--- config.mk ---
export PLATFORM = sky130hd
export DESIGN_NAME = mem_port_arbiter
export DESIGN_NICKNAME = d
export VERILOG_FILES = /design/src/rtl/mem_arb_pkg.sv /design/src/rtl/arb_tag_fifo.sv /design/src/rtl/mem_port_arbiter.sv
export SDC_FILE = /design/constraint.sdc
export NUM_CORES = 1
export LEC_CHECK = 0
export CAP_MARGIN = 20
export CORE_AREA = 2 2 108 110
export CTS_CLUSTER_SIZE = 28
export DETAILED_ROUTE_END_ITERATION = 8
export DIE_AREA = 0 0 110 112
export PLACE_DENSITY = 0.66
export SLEW_MARGIN = 0
export SYNTH_ARGS = -nofsm -noshare
export SYNTH_HDL_FRONTEND = slang
export SYNTH_SLANG_ARGS = --single-unit
--- constraint.sdc ---
create_clock -name clk -period 5.15 [get_ports clk]
set_input_delay 1.545 -clock clk [delete_from_list [all_inputs] [get_ports clk]]
set_output_delay 1.545 -clock clk [all_outputs]
set_load 0.01 [all_outputs]
--- src/rtl/mem_arb_pkg.sv ---
// mem_arb_pkg: shared types and helpers for the memory port arbiter.
// Latency: n/a (types only).
// Backpressure: n/a (types only).
package mem_arb_pkg;

  // Which requester currently owns a stalled memory request
  typedef enum logic [1:0] {LOCK_NONE, LOCK_IF, LOCK_LS} lock_e;

  // Source tag carried through the response-order FIFO
  typedef enum logic {SRC_IF, SRC_LS} src_e;

  // Pointer width that stays legal for a single-entry FIFO
  function automatic int unsigned ptr_width(input int unsigned depth);
    return (depth > 1) ? $clog2(depth) : 1;
  endfunction

endpackage

--- src/rtl/arb_tag_fifo.sv ---
// arb_tag_fifo: in-order store of source tags for outstanding memory requests.
// Latency: push visible at head one cycle later; head/count are registered.
// Backpressure: none internally; caller gates push on count < DEPTH and pop on count != 0.
module arb_tag_fifo
  import mem_arb_pkg::*;
#(
  parameter int unsigned DEPTH = 2
) (
  input  logic                     clk,
  input  logic                     reset,
  input  logic                     i_push,
  input  src_e                     i_push_src,
  input  logic                     i_pop,
  output logic [$clog2(DEPTH):0]   o_count,
  output src_e                     o_head
);

  localparam int unsigned PTR_W = ptr_width(DEPTH);
  localparam int unsigned CNT_W = $clog2(DEPTH) + 1;

  src_e             r_slot [DEPTH];
  logic [PTR_W-1:0] r_wr_ptr;
  logic [PTR_W-1:0] r_rd_ptr;
  logic [CNT_W-1:0] r_count;

  // Tag storage and write pointer; pointers wrap at DEPTH, not at 2**PTR_W
  always_ff @(posedge clk or negedge reset) begin
    if (!reset) begin
      for (int i = 0; i < int'(DEPTH); i++) r_slot[i] <= SRC_IF;
      r_wr_ptr <= '0;
    end else if (i_push) begin
      r_slot[r_wr_ptr] <= i_push_src;
      r_wr_ptr <= (r_wr_ptr == PTR_W'(DEPTH - 1)) ? '0 : r_wr_ptr + 1'b1;
    end
  end

  // Read pointer advances on each pop
  always_ff @(posedge clk or negedge reset) begin
    if (!reset) begin
      r_rd_ptr <= '0;
    end else if (i_pop) begin
      r_rd_ptr <= (r_rd_ptr == PTR_W'(DEPTH - 1)) ? '0 : r_rd_ptr + 1'b1;
    end
  end

  // Occupancy: simultaneous push and pop leave it unchanged
  always_ff @(posedge clk or negedge reset) begin
    if (!reset) begin
      r_count <= '0;
    end else begin
      case ({i_push, i_pop})
        2'b10:   r_count <= r_count + 1'b1;
        2'b01:   r_count <= r_count - 1'b1;
        default: r_count <= r_count;
      endcase
    end
  end

  assign o_count = r_count;
  assign o_head  = r_slot[r_rd_ptr];

endmodule

--- src/rtl/mem_port_arbiter.sv ---
// mem_port_arbiter: shares one memory port between fetch (IF) and load/store (LS), LS has priority.
// Latency: 0-cycle request mux and 0-cycle response routing; ordering tracked by a tag FIFO.
// Backpressure: stalled grant is locked until accepted; no new issue once MAX_OUTSTANDING are in flight.
// Optional feature macro ARB_STARVE_GUARD_EN: forces an IF grant after STARVE_LIMIT LS grants with IF waiting.
module mem_port_arbiter
  import mem_arb_pkg::*;
#(
  parameter int unsigned ADDR_W          = 32,
  parameter int unsigned DATA_W          = 32,
  parameter int unsigned MAX_OUTSTANDING = 2,
  parameter int unsigned STARVE_LIMIT    = 4
) (
  input  logic                clk,
  input  logic                reset,
  input  logic                if_req_valid,
  output logic                if_req_ready,
  input  logic [ADDR_W-1:0]   if_req_addr,
  output logic                if_rsp_valid,
  output logic [DATA_W-1:0]   if_rsp_data,
  input  logic                ls_req_valid,
  output logic                ls_req_ready,
  input  logic [ADDR_W-1:0]   ls_req_addr,
  input  logic                ls_req_we,
  input  logic [DATA_W-1:0]   ls_req_wdata,
  input  logic [DATA_W/8-1:0] ls_req_wstrb,
  output logic                ls_rsp_valid,
  output logic [DATA_W-1:0]   ls_rsp_data,
  output logic                mem_req_valid,
  input  logic                mem_req_ready,
  output logic [ADDR_W-1:0]   mem_req_addr,
  output logic                mem_req_we,
  output logic [DATA_W-1:0]   mem_req_wdata,
  output logic [DATA_W/8-1:0] mem_req_wstrb,
  input  logic                mem_rsp_valid,
  input  logic [DATA_W-1:0]   mem_rsp_data,
  output logic                err_orphan_rsp
);

  localparam int unsigned CNT_W = $clog2(MAX_OUTSTANDING) + 1;

  // Elaboration-time sanity checks on the configuration
  if (MAX_OUTSTANDING < 1 || (MAX_OUTSTANDING & (MAX_OUTSTANDING - 1)) != 0) begin : g_bad_depth
    $error("mem_port_arbiter: MAX_OUTSTANDING must be a power of 2 and >= 1");
  end
  if (STARVE_LIMIT < 1) begin : g_bad_starve
    $error("mem_port_arbiter: STARVE_LIMIT must be >= 1");
  end

  lock_e            r_lock;
  lock_e            w_lock_nxt;
  logic             w_ls_win;
  logic             w_if_win;
  logic             w_can_issue;
  logic             w_mem_xfer;
  logic             w_pop;
  logic             w_fifo_empty;
  logic             w_starve_force;
  logic [CNT_W-1:0] w_count;
  src_e             w_head;
  logic             r_err;

  // Issue slots are counted before this cycle's pop, so a response never frees a slot combinationally
  assign w_can_issue  = (w_count < CNT_W'(MAX_OUTSTANDING));
  assign w_mem_xfer   = mem_req_valid && mem_req_ready;
  assign w_fifo_empty = (w_count == '0);
  assign w_pop        = mem_rsp_valid && !w_fifo_empty;

  // Lock state register
  always_ff @(posedge clk or negedge reset) begin
    if (!reset) r_lock <= LOCK_NONE;
    else        r_lock <= w_lock_nxt;
  end

  // Lock next state: take the lock on a stalled request, release it when the request is accepted
  always_comb begin
    w_lock_nxt = r_lock;
    case (r_lock)
      LOCK_NONE: begin
        if (mem_req_valid && !mem_req_ready) w_lock_nxt = w_ls_win ? LOCK_LS : LOCK_IF;
      end
      default: begin
        if (w_mem_xfer) w_lock_nxt = LOCK_NONE;
      end
    endcase
  end

  // Winner selection and request mux; the IF path never writes
  always_comb begin
    w_ls_win      = 1'b0;
    w_if_win      = 1'b0;
    mem_req_valid = 1'b0;
    mem_req_addr  = '0;
    mem_req_we    = 1'b0;
    mem_req_wdata = '0;
    mem_req_wstrb = '0;
    case (r_lock)
      LOCK_LS: w_ls_win = 1'b1;
      LOCK_IF: w_if_win = 1'b1;
      default: begin
        if (w_starve_force && if_req_valid) w_if_win = 1'b1;
        else if (ls_req_valid)              w_ls_win = 1'b1;
        else if (if_req_valid)              w_if_win = 1'b1;
      end
    endcase
    if (w_ls_win) begin
      mem_req_valid = ls_req_valid && w_can_issue;
      mem_req_addr  = ls_req_addr;
      mem_req_we    = ls_req_we;
      mem_req_wdata = ls_req_wdata;
      mem_req_wstrb = ls_req_wstrb;
    end else if (w_if_win) begin
      mem_req_valid = if_req_valid && w_can_issue;
      mem_req_addr  = if_req_addr;
    end
    ls_req_ready = w_ls_win && mem_req_ready && w_can_issue;
    if_req_ready = w_if_win && mem_req_ready && w_can_issue;
  end

  arb_tag_fifo #(
    .DEPTH      (MAX_OUTSTANDING)
  ) u_tag_fifo (
    .clk        (clk),
    .reset      (reset),
    .i_push     (w_mem_xfer),
    .i_push_src (w_ls_win ? SRC_LS : SRC_IF),
    .i_pop      (w_pop),
    .o_count    (w_count),
    .o_head     (w_head)
  );

  // Route each response to the source at the head of the tag FIFO
  always_comb begin
    ls_rsp_valid = w_pop && (w_head == SRC_LS);
    if_rsp_valid = w_pop && (w_head == SRC_IF);
    ls_rsp_data  = ls_rsp_valid ? mem_rsp_data : '0;
    if_rsp_data  = if_rsp_valid ? mem_rsp_data : '0;
  end

  // Sticky flag for a response arriving with nothing outstanding
  always_ff @(posedge clk or negedge reset) begin
    if (!reset)                           r_err <= 1'b0;
    else if (mem_rsp_valid && w_fifo_empty) r_err <= 1'b1;
  end

  assign err_orphan_rsp = r_err;

`ifdef ARB_STARVE_GUARD_EN
  localparam int unsigned SC_W = $clog2(STARVE_LIMIT + 1);

  logic [SC_W-1:0] r_starve_cnt;

  // Count LS grants taken while IF waits; any IF grant or IF going idle resets it
  always_ff @(posedge clk or negedge reset) begin
    if (!reset) begin
      r_starve_cnt <= '0;
    end else if (!if_req_valid || (w_mem_xfer && w_if_win)) begin
      r_starve_cnt <= '0;
    end else if (w_mem_xfer && w_ls_win && !w_starve_force) begin
      r_starve_cnt <= r_starve_cnt + 1'b1;
    end
  end

  assign w_starve_force = (r_starve_cnt == SC_W'(STARVE_LIMIT));
`else
  assign w_starve_force = 1'b0;
`endif

endmodule

# After elaboration in Yosys (flattened, before gate mapping)

Index checks and enable logic that the tools add are counted.

Add/subtract/negate cells: 4
Magnitude comparators: 4
Equal/unequal tests: 5
Multiplexer cells: 28
Bitwise operators: 3
Reductions and logical operators: 20

Operators by type and width:

| kind                  | number |
|---|---|
| $mux W32              | 5 |
| $logic_and A1 B1 Y1   | 13 |
| $mux W1               | 13 |
| $mux W2               | 4 |
| $eq A2 B1 Y1 const B  | 2 |
| $eq A2 B2 Y1 const B  | 2 |
| $ge A2 B2 Y1 const B  | 2 |
| $logic_not A2 Y1      | 2 |
| $mux W4               | 1 |
| $not A1 Y2            | 2 |
| $pmux W1 S2           | 2 |
| $pmux W2 S2           | 1 |
| $reduce_bool A2 Y1    | 2 |
| $add A1 B1 Y1 const B | 2 |
| $add A2 B1 Y2 const B | 1 |
| $bwmux W2             | 1 |
| $logic_not A1 Y1      | 2 |
| $lt A2 B1 Y1 const B  | 1 |
| $lt A2 B2 Y1 const B  | 1 |
| $ne A2 B2 Y1 const B  | 1 |
| $reduce_and A2 Y1     | 1 |
| $sub A2 B1 Y2 const B | 1 |
| $demux W1 S1          | 1 |
| $not A1 Y1            | 1 |

Flip-flop bits (word level): 9
Input port bits: 139
Word-level logic and storage cells: 71

# Logic depth before layout (Yosys ltp)

Gate-level depths: netlist of the first run.

Word-level depth: 8
Mapped depth: 9
Mapped depth without buffers: 9

# By module

A second synthesis of the first run with hierarchy kept.

Cell total of the unflattened synthesis: 207
Area, all modules: 1614.0 um^2

Modules (own cells, without submodules):

| module           | times used | cells an instance | area an instance (um^2) | sequential area each (um^2) |
|---|---|---|---|---|
| mem_port_arbiter | 1          | 188               | 1358.8                  | 75.1 |
| arb_tag_fifo     | 1          | 19                | 255.2                   | 150.1 |

# Least setup slack after synthesis of the first run

No wires, ideal clock.

Path type: input -> output
Start: in ls_req_valid
End: out mem_req_addr[10]
Arrival: 2282 ps
Data required time: 3605 ps
Slack: 1323 ps
Cell stages on the path: 3
Buffers on the path: 1
Path through: mux2_2 buf_2 a22o_1

Longest elaborated chain between the ends: 4
Elaborated cells on any way between the ends: 6
Those cells by class: 6 x mux

RTL lines:

| item         | line                    | text |
|---|---|---|
| from (decl)  | mem_port_arbiter.sv:20  | `input logic ls_req_valid,` |
| $mux W1      | mem_port_arbiter.sv:101 | `else if (ls_req_valid) w_ls_win = 1'b1;` |
| $pmux W1 S2  | mem_port_arbiter.sv:96  | `case (r_lock)` |
| $mux W32     | mem_port_arbiter.sv:111 | `end else if (w_if_win) begin` |
| $mux W32 (*) | mem_port_arbiter.sv:105 | `if (w_ls_win) begin` |
| to (decl)    | mem_port_arbiter.sv:30  | `output logic [ADDR_W-1:0] mem_req_addr,` |

Every way passes the cells marked *; elsewhere a longest branch is shown, timed or not.

# Worst setup path after layout of the first run

Start: in ls_req_valid
End: out mem_req_addr[14]

Same word-level chain as after synthesis.

==> results.md, run 1 <==
- Core area: 11200 sq um
- Setup TNS: 0 ns
- HPWL Detailed: 7.07 mm
- Setup slack at placement: 0.308 ns
- Synth Instances: 203
- Synth warn: 0
- First DRT Iteration DRCs: 113
- Nature of the critical path startpoint: primary input
- Post-DR vias/cell: 4.09
- Syn_nets: 346
- Synth-to-layout area growth: 194%
- Worst slew pin tran: 0.415 ns
- WL per Instance: 13.5 um
- Critical Path, Cell by Cell: clkdlybuf4s50_1 > mux2_2 > buf_12 > a22o_1 > clkdlybuf4s50_1
- Storage element area: 225 sq um
- Maxcap violations: 0
- Biggest cell delay along the critical path: 0.48 ns
- Post-synthesis area per instance: 7.72 sq um
- Peak VDD IR: 0.286 mV
- Outcome: finished, final reports clean
- Crit Path Max Fanout: 50
- Clock sink count: 9
- Final wirelength: 8.34 mm
- Clk_lat worst skew: 0.24 ns
- Multi-input gate area: 1260 sq um
- Worst slew margin: 72.2%
- Vias: 2519
- Syn Std Cell Area: 1570 sq um
- RSZ-0062 raised after global routing: no
- Clock Root Buffer: clkbuf_16
- Hold Crit Class: reg2reg
- Clk buf depth: 2
- Vias in the first global route: 2531
- Postcts setup bufs: 0
- Synth unique cells: 28
- CTS tree: yes
- # resized after CTS: 0
- Die area: 12300 sq um
- Seq cells post-synth: 9
- Final setup margin: 0.298 ns
- Crit path capture type: output port
- Layout cells sized above 1: 3.17%
- CTS Buf Count: 3
- R2R depth: 9
- Gr usage total: 12.3%
- Critical path's most frequent cell: clkdlybuf4s50_1
- Hold bufs inserted after CTS: 0
- Fin. max-slew vios: 0
- CTS clk-pin slew, worst paths: 0.04 ns
- Number of diodes: 0
- Count of final setup violators: 0
- DIE HEIGHT: 112 um
- Residual DRC: 0
- Gr ovfl total: 0
- Die Width: 110 um
- First-pass GRT wire length: 12.2 mm
- Clk_skew: 0.00239 ns
- Final hold vios: 0
- IO Count: 278
- Final min period: 4.85 ns
- Critical Path RT: 3.61 ns
- Final ANT Viol Nets: 0
- Critical-path top delay cell: clkdlybuf4s50_1
- Leak: 1.81 nW
- PD cells: 452 nW/um^2
- Placer Congestion: 0.763
- Sequential share of the synthesized area: 14.4%
- Critical path class: in2out
- Initial antenna violation count: 0
- Count of buffers from port buffering: 277
- Hold path depth: 1
- Achievable Freq: 0.206 GHz
- Initial Utilization: 14.0%
- Largest net degree at the start of global routing: 51
- Pwr Total: 0.00209 W
- Period utilization: 94.2%
- Worst Path Arrival: 3.31 ns
- Final nets: 617
- Filler cell count: 1143
- # H-tree levels: 1
- First-pass detailed-route iteration total: 4
- Row Count: 39
[final cells by class]
cell class                      count  share of cell area (%)
Sequential cell                     9                    4.88
Timing Repair Buffer              282                    62.0
Inverter                            3                   0.244
Clock buffer                        4                    1.71
Multi-Input combinational cell    175                    27.3
Tap cell                          143                    3.88
[where the power goes]
group          switching [W]  leakage (nW)  total, W  internal [W]
combinational       0.000738          1.67   0.00181       0.00107
clock              0.0000352        0.0382  0.000139      0.000104
sequential         0.0000328         0.105  0.000137      0.000104
total               0.000806          1.81   0.00209       0.00128
[routing by layer]
| layer | part of all wire (%) | vias to the layer above | global-route usage [%] | wire length, um |
|---|---|---|---|---|
| met5 | 0 | - | 0 | 0 |
| met4 | 1.6 | 0 | 3.54 | 137 |
| met3 | 11 | 13 | 3.40 | 878 |
| met2 | 53 | 146 | 23.6 | 4440 |
| met1 | 35 | 1132 | 12.7 | 2880 |
| li1 | - | 1228 | - | - |
[logic make-up after synthesis]
group / share of synthesized area [%]
AOI/OAI and AO/OA: 23.1
adders and majority gates: 3.19
buffers and inverters: 5.59
DFF: 14.4
muxes: 3.43
xor gates and xnor gates: 2.79
and+or+nand+nor: 47.6
[worst max-delay path: cells and delay by family]
kind / cells / cell delay (ns)
AO/OA/AOI/OAI: 1 / 0.27
buffers and inverters: 3 / 1.15
multiplexers: 1 / 0.33
[metrics by stage]
stage          hold slack [ns]  std cells  utilization (%)  area [sq um]
2_1_floorplan            0.457        203                -          1570
3_3_place_gp             0.442        612             40.6          4530
3_5_place_dp             0.451        612             40.6          4530
4_1_cts                  0.460        616             41.3          4610
5_1_grt                  0.499        616             41.3          4610
6_report                 0.460        616             41.3          4610
[path summary, 6_finish.rpt]
kind,slack [ns],end,from
min reg2reg,0.46,err_orphan_rsp,err_orphan_rsp
min in group asynchronous,1.61,u_tag_fifo.r_slot[1],reset
max in group asynchronous,3.25,err_orphan_rsp,reset
max reg2reg,3.04,u_tag_fifo.o_count[1],r_lock[0]
min,0.46,err_orphan_rsp,err_orphan_rsp
max,0.30,mem_req_addr[14],ls_req_valid
[cell usage in the layout (no fill, tap or decap), types with 3 or more instances in the layout]
master | netlist | final
clkbuf_16 | 0 | 3
inv_1 | 3 | 3
nand2_1 | 4 | 4
nor2_1 | 5 | 5
buf_12 | 0 | 4
ha_1 | 4 | 4
xnor2_1 | 4 | 4
clkdlybuf4s50_1 | 0 | 277
and3_1 | 4 | 4
and2_1 | 101 | 101
a22o_1 | 32 | 32
dfrtp_1 | 9 | 9
[Yosys cell counts]
master | count | area share, %
and2_1 | 101 | 40
and3_1 | 4 | 1.6
nand3b_4 | 1 | 1.3
nor2b_2 | 1 | 0.56
nand3_1 | 1 | 0.32
a21oi_1 | 1 | 0.32
nand2_1 | 4 | 0.96
dfrtp_1 | 9 | 14
mux2_2 | 1 | 0.72
a31oi_4 | 1 | 1.4
nor2b_1 | 1 | 0.40
mux2_1 | 2 | 1.4
clkbuf_1 | 3 | 0.72
o21ai_2 | 1 | 0.56
a22o_1 | 32 | 18
nor2_1 | 5 | 1.2
o21bai_2 | 1 | 0.72
buf_2 | 13 | 4.1
a21o_1 | 1 | 0.48
xnor2_1 | 4 | 2.2
ha_1 | 4 | 3.2
inv_1 | 3 | 0.72
mux2i_1 | 2 | 1.3
xor2_1 | 1 | 0.56
nand2b_1 | 1 | 0.40
o21ai_1 | 2 | 0.64
and3b_1 | 1 | 0.56
a211o_1 | 2 | 1.1
[flip-flops by register name, summed over array words and instances, names as in the netlist]
signal               flops
u_tag_fifo.r_wr_ptr      1
err_orphan_rsp           1
u_tag_fifo.r_rd_ptr      1
r_lock                   2
u_tag_fifo.r_slot        2
u_tag_fifo.o_count       2
Power figures use the tool's default switching activity.
==> run 2, diff against run 1 <==
==> constraint.sdc (replaced) <==
create_clock -name clk -period 5.15 [get_ports clk]
set_input_delay 0.515 -clock clk [delete_from_list [all_inputs] [get_ports clk]]
set_output_delay 0.515 -clock clk [all_outputs]
set_load 0.01 [all_outputs]
==> results.md, run 2 (synthesis results as in run 1) <==
- Filler cell count: 1130 (-1.1%)
- Synth-to-layout area growth: 191%
- IO Count: 278 (unchanged)
- Clock sink count: 9 (unchanged)
- Final min period: 3.16 ns (-1.69 ns)
- WL per Instance: 13.4 um (-0.89%)
- CTS Buf Count: 3 (unchanged)
- Setup TNS: 0 ns (unchanged)
- Die area: 12300 sq um (unchanged)
- Layout cells sized above 1: 2.76% (-0.41 points)
- Leak: 1.79 nW (-1.1%)
- DIE HEIGHT: 112 um (unchanged)
- Critical Path RT: 4.64 ns (+1.03 ns)
- Vias: 2491 (-1.1%)
- Residual DRC: 0 (unchanged)
- Commonest non-fill, non-tap cell in the layout: clkdlybuf4s50_1
- Count of buffers from port buffering: 277 (unchanged)
- Worst R2R Start: r_lock[0]
- RSZ-0062 raised after global routing: no
- Initial antenna violation count: 0 (unchanged)
- HPWL Detailed: 6.95 mm (-1.7%)
- Reg-to-reg slack, setup: 3.07 ns (+0.03 ns)
- Outcome: finished, final reports clean
- Hold bufs inserted after CTS: 0 (unchanged)
- Largest net degree at the start of global routing: 73 (+43%)
- Fin. max-slew vios: 0 (unchanged)
- CTS clk-pin slew, worst paths: 0.04 ns (about the same)
- Nature of the critical path startpoint: primary input
- Clk_lat worst skew: 0.23 ns (about the same)
- Crit Path Max Fanout: 33 (-34%)
- Leading cell types in the layout, fill and taps excluded: 277 x clkdlybuf4s50_1, 101 x and2_1, 32 x a22o_1
- Final nets: 615 (-0.32%)
- Final hold vios: 0 (unchanged)
- Clock Root Buffer: clkbuf_16
- First DRT Iteration DRCs: 94 (-17%)
- Postcts setup bufs: 0 (unchanged)
- Peak VDD IR: 0.411 mV (+44%)
- Row Count: 39 (unchanged)
- Final wirelength: 8.24 mm (-1.2%)
- Number of diodes: 0 (unchanged)
- Clk_skew: 0.00260 ns (+0.000207 ns)
- CTS tree: yes
- Period utilization: 61.4% (-33 points)
- Achievable Freq: 0.316 GHz (+53%)
- Worst slew margin: 37.7% (-35 points)
- Crit path capture type: output port
- Reg-to-Reg End: u_tag_fifo.o_count[1]
- First-pass detailed-route iteration total: 4 (unchanged)
- First-pass GRT wire length: 12.1 mm (-0.67%)
- Post-DR vias/cell: 4.06 (-0.79%)
- Final Core Density: 40.8% (-0.47 points)
- Clk buf depth: 2 (unchanged)
- Gr ovfl total: 0 (unchanged)
- Hold path depth: 1 (unchanged)
- PD cells: 446 nW/um^2 (-1.4%)
- Die Width: 110 um (unchanged)
- Vias in the first global route: 2538 (+0.28%)
- Count of final setup violators: 0 (unchanged)
- Gr usage total: 12.2% (-0.18 points)
- Maxcap violations: 0 (unchanged)
- Hold Crit Class: reg2reg
- Core area: 11200 sq um (unchanged)
- Hold EP: err_orphan_rsp
- HP Start: err_orphan_rsp
- # H-tree levels: 1 (unchanged)
- # resized after CTS: 0 (unchanged)
- Placer Congestion: 0.815 (+6.8%)
- Pwr Total: 0.00203 W (-2.6%)
- Worst slew pin tran: 0.930 ns (+0.515 ns)
- Final ANT Viol Nets: 0 (unchanged)
- Worst Path Arrival: 2.65 ns (-0.66 ns)
- Initial Utilization: 14.0% (unchanged)
- Critical path class: in2out
- R2R depth: 8 (-1)
-- run 2: cell count changes in the layout (fill, tap and decap cells not counted), sizes merged --
| cell | before | now |
|---|---|---|
| buf | 5 | 3 |
-- run 2: worst max path at each step --
| stage | startpoint | cells past startpoint | slack, ns | end |
|---|---|---|---|---|
| 2_1_floorplan | r_lock[0] | 5 | 3.04 | mem_req_addr[10] |
| 3_3_place_gp | ls_req_valid | 4 | 1.81 | mem_req_addr[14] |
| 3_5_place_dp | ls_req_valid | 4 | 1.76 | mem_req_addr[26] |
| 4_1_cts | r_lock[0] | 5 | 1.68 | mem_req_addr[26] |
| 5_1_grt | mem_rsp_valid | 5 | 1.81 | if_rsp_data[13] |
| 6_report | mem_rsp_valid | 5 | 1.99 | if_rsp_data[13] |
-- run 2: routing by layer --
layer | GRT usage, % | vias to the layer above | part of all wire (%)
li1 | - | 1225 | -
met1 | 12.5 | 1116 | 35
met2 | 23.7 | 142 | 53
met3 | 3.16 | 8 | 10
met4 | 3.04 | 0 | 1.2
met5 | 0 | - | 0
-- run 2: stage by stage --
step                      cell area (sq um)  instances  setup slack, ns  hold slack (ns)
final                                  4560        614             1.99            0.457
after global routing                   4560        614             1.81            0.494
after CTS                              4540        613             1.68            0.462
after detailed placement               4460        609             1.76            0.448
after global placement                 4460        609             1.81            0.441
after floorplan                        1570        203             3.04            0.219
-- run 2: critical path, stage by stage --
cell and delay, ns:
clkdlybuf4s50_1 0.49, o21ai_2 0.10, nor2b_2 0.74, and2_1 0.25
clkdlybuf4s50_1 0.53
-- run 2: final cells by class --
type | count | area (sq um) | share of cell area (%)
multi-input combinational | 175 | 1260 | 27.6
inverter | 3 | 11.3 | 0.247
timing repair buffer | 280 | 2810 | 61.6
sequential | 9 | 225 | 4.94
clock buffer | 4 | 78.8 | 1.73
tap | 143 | 179 | 3.92
-- run 2: power breakdown --
part / leakage (nW) / internal (W) / switching, W
combinational: 1.65 / 0.00103 / 0.000727
clock: 0.0382 / 0.000103 / 0.0000323
sequential: 0.105 / 0.000104 / 0.0000342
total: 1.79 / 0.00124 / 0.000793
==> run 3, diff against run 2 <==
CORE_AREA = 2 2 107 109   (was 2 2 108 110)
DIE_AREA = 0 0 109 111   (was 0 0 110 112)
PLACE_DENSITY = 0.67   (was 0.66)
clock period = 2.92 ns   (was 5.15 ns; I/O delays follow)
==> results.md, run 3 (synthesis results as in run 1) <==
- Critical Path RT: 2.63 ns (-2.01 ns)
- Layout cells sized above 1: 3.38% (+0.62 points)
- Multi-input gate area: 1280 sq um (+1.8%)
- Vias: 2493 (+0.080%)
- CTS clk-pin slew, worst paths: 0.04 ns (about the same)
- CTS Buf Count: 3 (unchanged)
- Placed cell area: 4480 sq um (+0.50%)
- Reg-to-reg slack, setup: 0.72 ns (-2.35 ns)
- Crit Path Max Fanout: 70 (+110%)
- Final ANT Viol Nets: 0 (unchanged)
- # H-tree levels: 1 (unchanged)
- First-pass GRT wire length: 12.8 mm (+6.0%)
- Row Count: 39 (unchanged)
- Count of final setup violators: 0 (unchanged)
- Final hold vios: 0 (unchanged)
- Final nets: 618 (+0.49%)
- Residual DRC: 0 (unchanged)
- Peak VDD IR: 0.365 mV (-11%)
- Die Width: 109 um (-0.91%)
- First-pass detailed-route iteration total: 4 (unchanged)
- Maxcap violations: 0 (unchanged)
- Largest net degree at the start of global routing: 71 (-2.7%)
- Worst Path Arrival: 2.44 ns (-0.21 ns)
- Clk_skew: 0.00136 ns (-0.00123 ns)
- RSZ-0062 raised after global routing: no
- Gr ovfl total: 0 (unchanged)
- Pwr Total: 0.00365 W (+80%)
- First DRT Iteration DRCs: 129 (+37%)
- Leak: 1.81 nW (+1.2%)
- Achievable Freq: 0.366 GHz
- Placed Cells incl. Taps: 611 (+0.33%)
- Commonest non-fill, non-tap cell in the layout: clkdlybuf4s50_1
- Final std cells w/o fill: 617 (+0.49%)
- Placer Congestion: 0.761 (-6.6%)
- Storage element area: 225 sq um (unchanged)
- Initial Utilization: 14.2% (+0.12 points)
- Final min period: 2.73 ns
- Clk_lat worst skew: 0.24 ns (about the same)
- Gr usage total: 13.2% (+1.1 points)
- Period utilization: 93.6%
- Number of diodes: 0 (unchanged)
- WL per Instance: 13.9 um (+3.6%)
- Post-DR vias/cell: 4.04 (-0.41%)
- Hold Crit Class: in2async
- Clock Root Buffer: clkbuf_16
- Filler cell count: 1082 (-4.2%)
- Nature of the critical path startpoint: flip-flop
- IO Count: 278 (unchanged)
- Vias in the first global route: 2521 (-0.67%)
- Die area: 12100 sq um (-1.8%)
- Worst slew margin: 73.5% (+36 points)
- Critical path class: reg2out
- Synth-to-layout area growth: 193%
- Count of buffers from port buffering: 277 (unchanged)
- Initial antenna violation count: 0 (unchanged)
- Clk buf depth: 2 (unchanged)
- HPWL Detailed: 7.39 mm (+6.3%)
- Outcome: finished, final reports clean
- PD cells: 794 nW/um^2 (+78%)
- Post-Layout Inst Area: 4600 sq um (+0.88%)
- Clock sink count: 9 (unchanged)
- DIE HEIGHT: 111 um (-0.89%)
- Crit path capture type: output port
- CTS tree: yes
- Worst slew pin tran: 0.396 ns (-0.534 ns)
- R2R depth: 8 (unchanged)
- Final wirelength: 8.58 mm (+4.1%)
- Fin. max-slew vios: 0 (unchanged)
- Leading cell types in the layout, fill and taps excluded: 277 x clkdlybuf4s50_1, 101 x and2_1, 32 x a22o_1
- Core area: 11100 sq um (-0.87%)
- Setup TNS: 0 ns (unchanged)
run 3: cell type report:
type	instances	area share [%]
tap	143	3.89
multi-input combinational	175	27.8
sequential	9	4.90
clock buffer	4	1.71
timing repair buffer	283	61.4
inverter	3	0.245
run 3: routing by layer:
metal,routed length [um],global-route usage [%],up-vias
met2,4550,26.4,163
met3,1140,4.47,11
met1,2770,12.5,1096
li1,-,-,1223
met4,109,3.16,0
met5,0,0,-
run 3: repair_timing:
item / 4_1_cts / 5_1_grt
setup buffers: 0 / 2
pin swaps: 0 / 1
gates resized for setup: 1 / 2
hold buffers: 0 / 0
setup endpoints to repair: 69 / 42
run 3: worst paths after layout:
path                                 from               endpoint
max                             r_lock[0]       mem_req_addr[17]
min                                 reset    u_tag_fifo.r_wr_ptr
min reg2reg                err_orphan_rsp         err_orphan_rsp
max in group asynchronous           reset   u_tag_fifo.r_slot[1]
max reg2reg                     r_lock[0]  u_tag_fifo.o_count[1]
min in group clk           err_orphan_rsp         err_orphan_rsp
run 3: worst max-delay path, stage by stage, from the launching register on:
cell and delay [ns]:
dfrtp_1 0.39, inv_1 0.08, ha_1 0.40, mux2_8 0.54, a22o_1 0.30, clkdlybuf4s50_1 0.48
run 3: report_power, final:
part           leakage (nW)  internal [W]  total (W)  switching [W]
clock network        0.0382      0.000182   0.000242      0.0000593
logic                  1.67       0.00187    0.00316        0.00130
registers             0.105      0.000184   0.000247      0.0000633
total                  1.81       0.00223    0.00365        0.00142
run 3: stage by stage:
stage	hold WS [ns]	worst slack [ns]	util, %
3_5_place_dp	0.443	-0.00957	40.5
5_1_grt	0.384	0.0650	41.5
6_report	0.352	0.186	41.5
2_1_floorplan	-0.00359	0.963	-
3_3_place_gp	0.443	0.000521	40.3
4_1_cts	0.363	0.0479	41.2
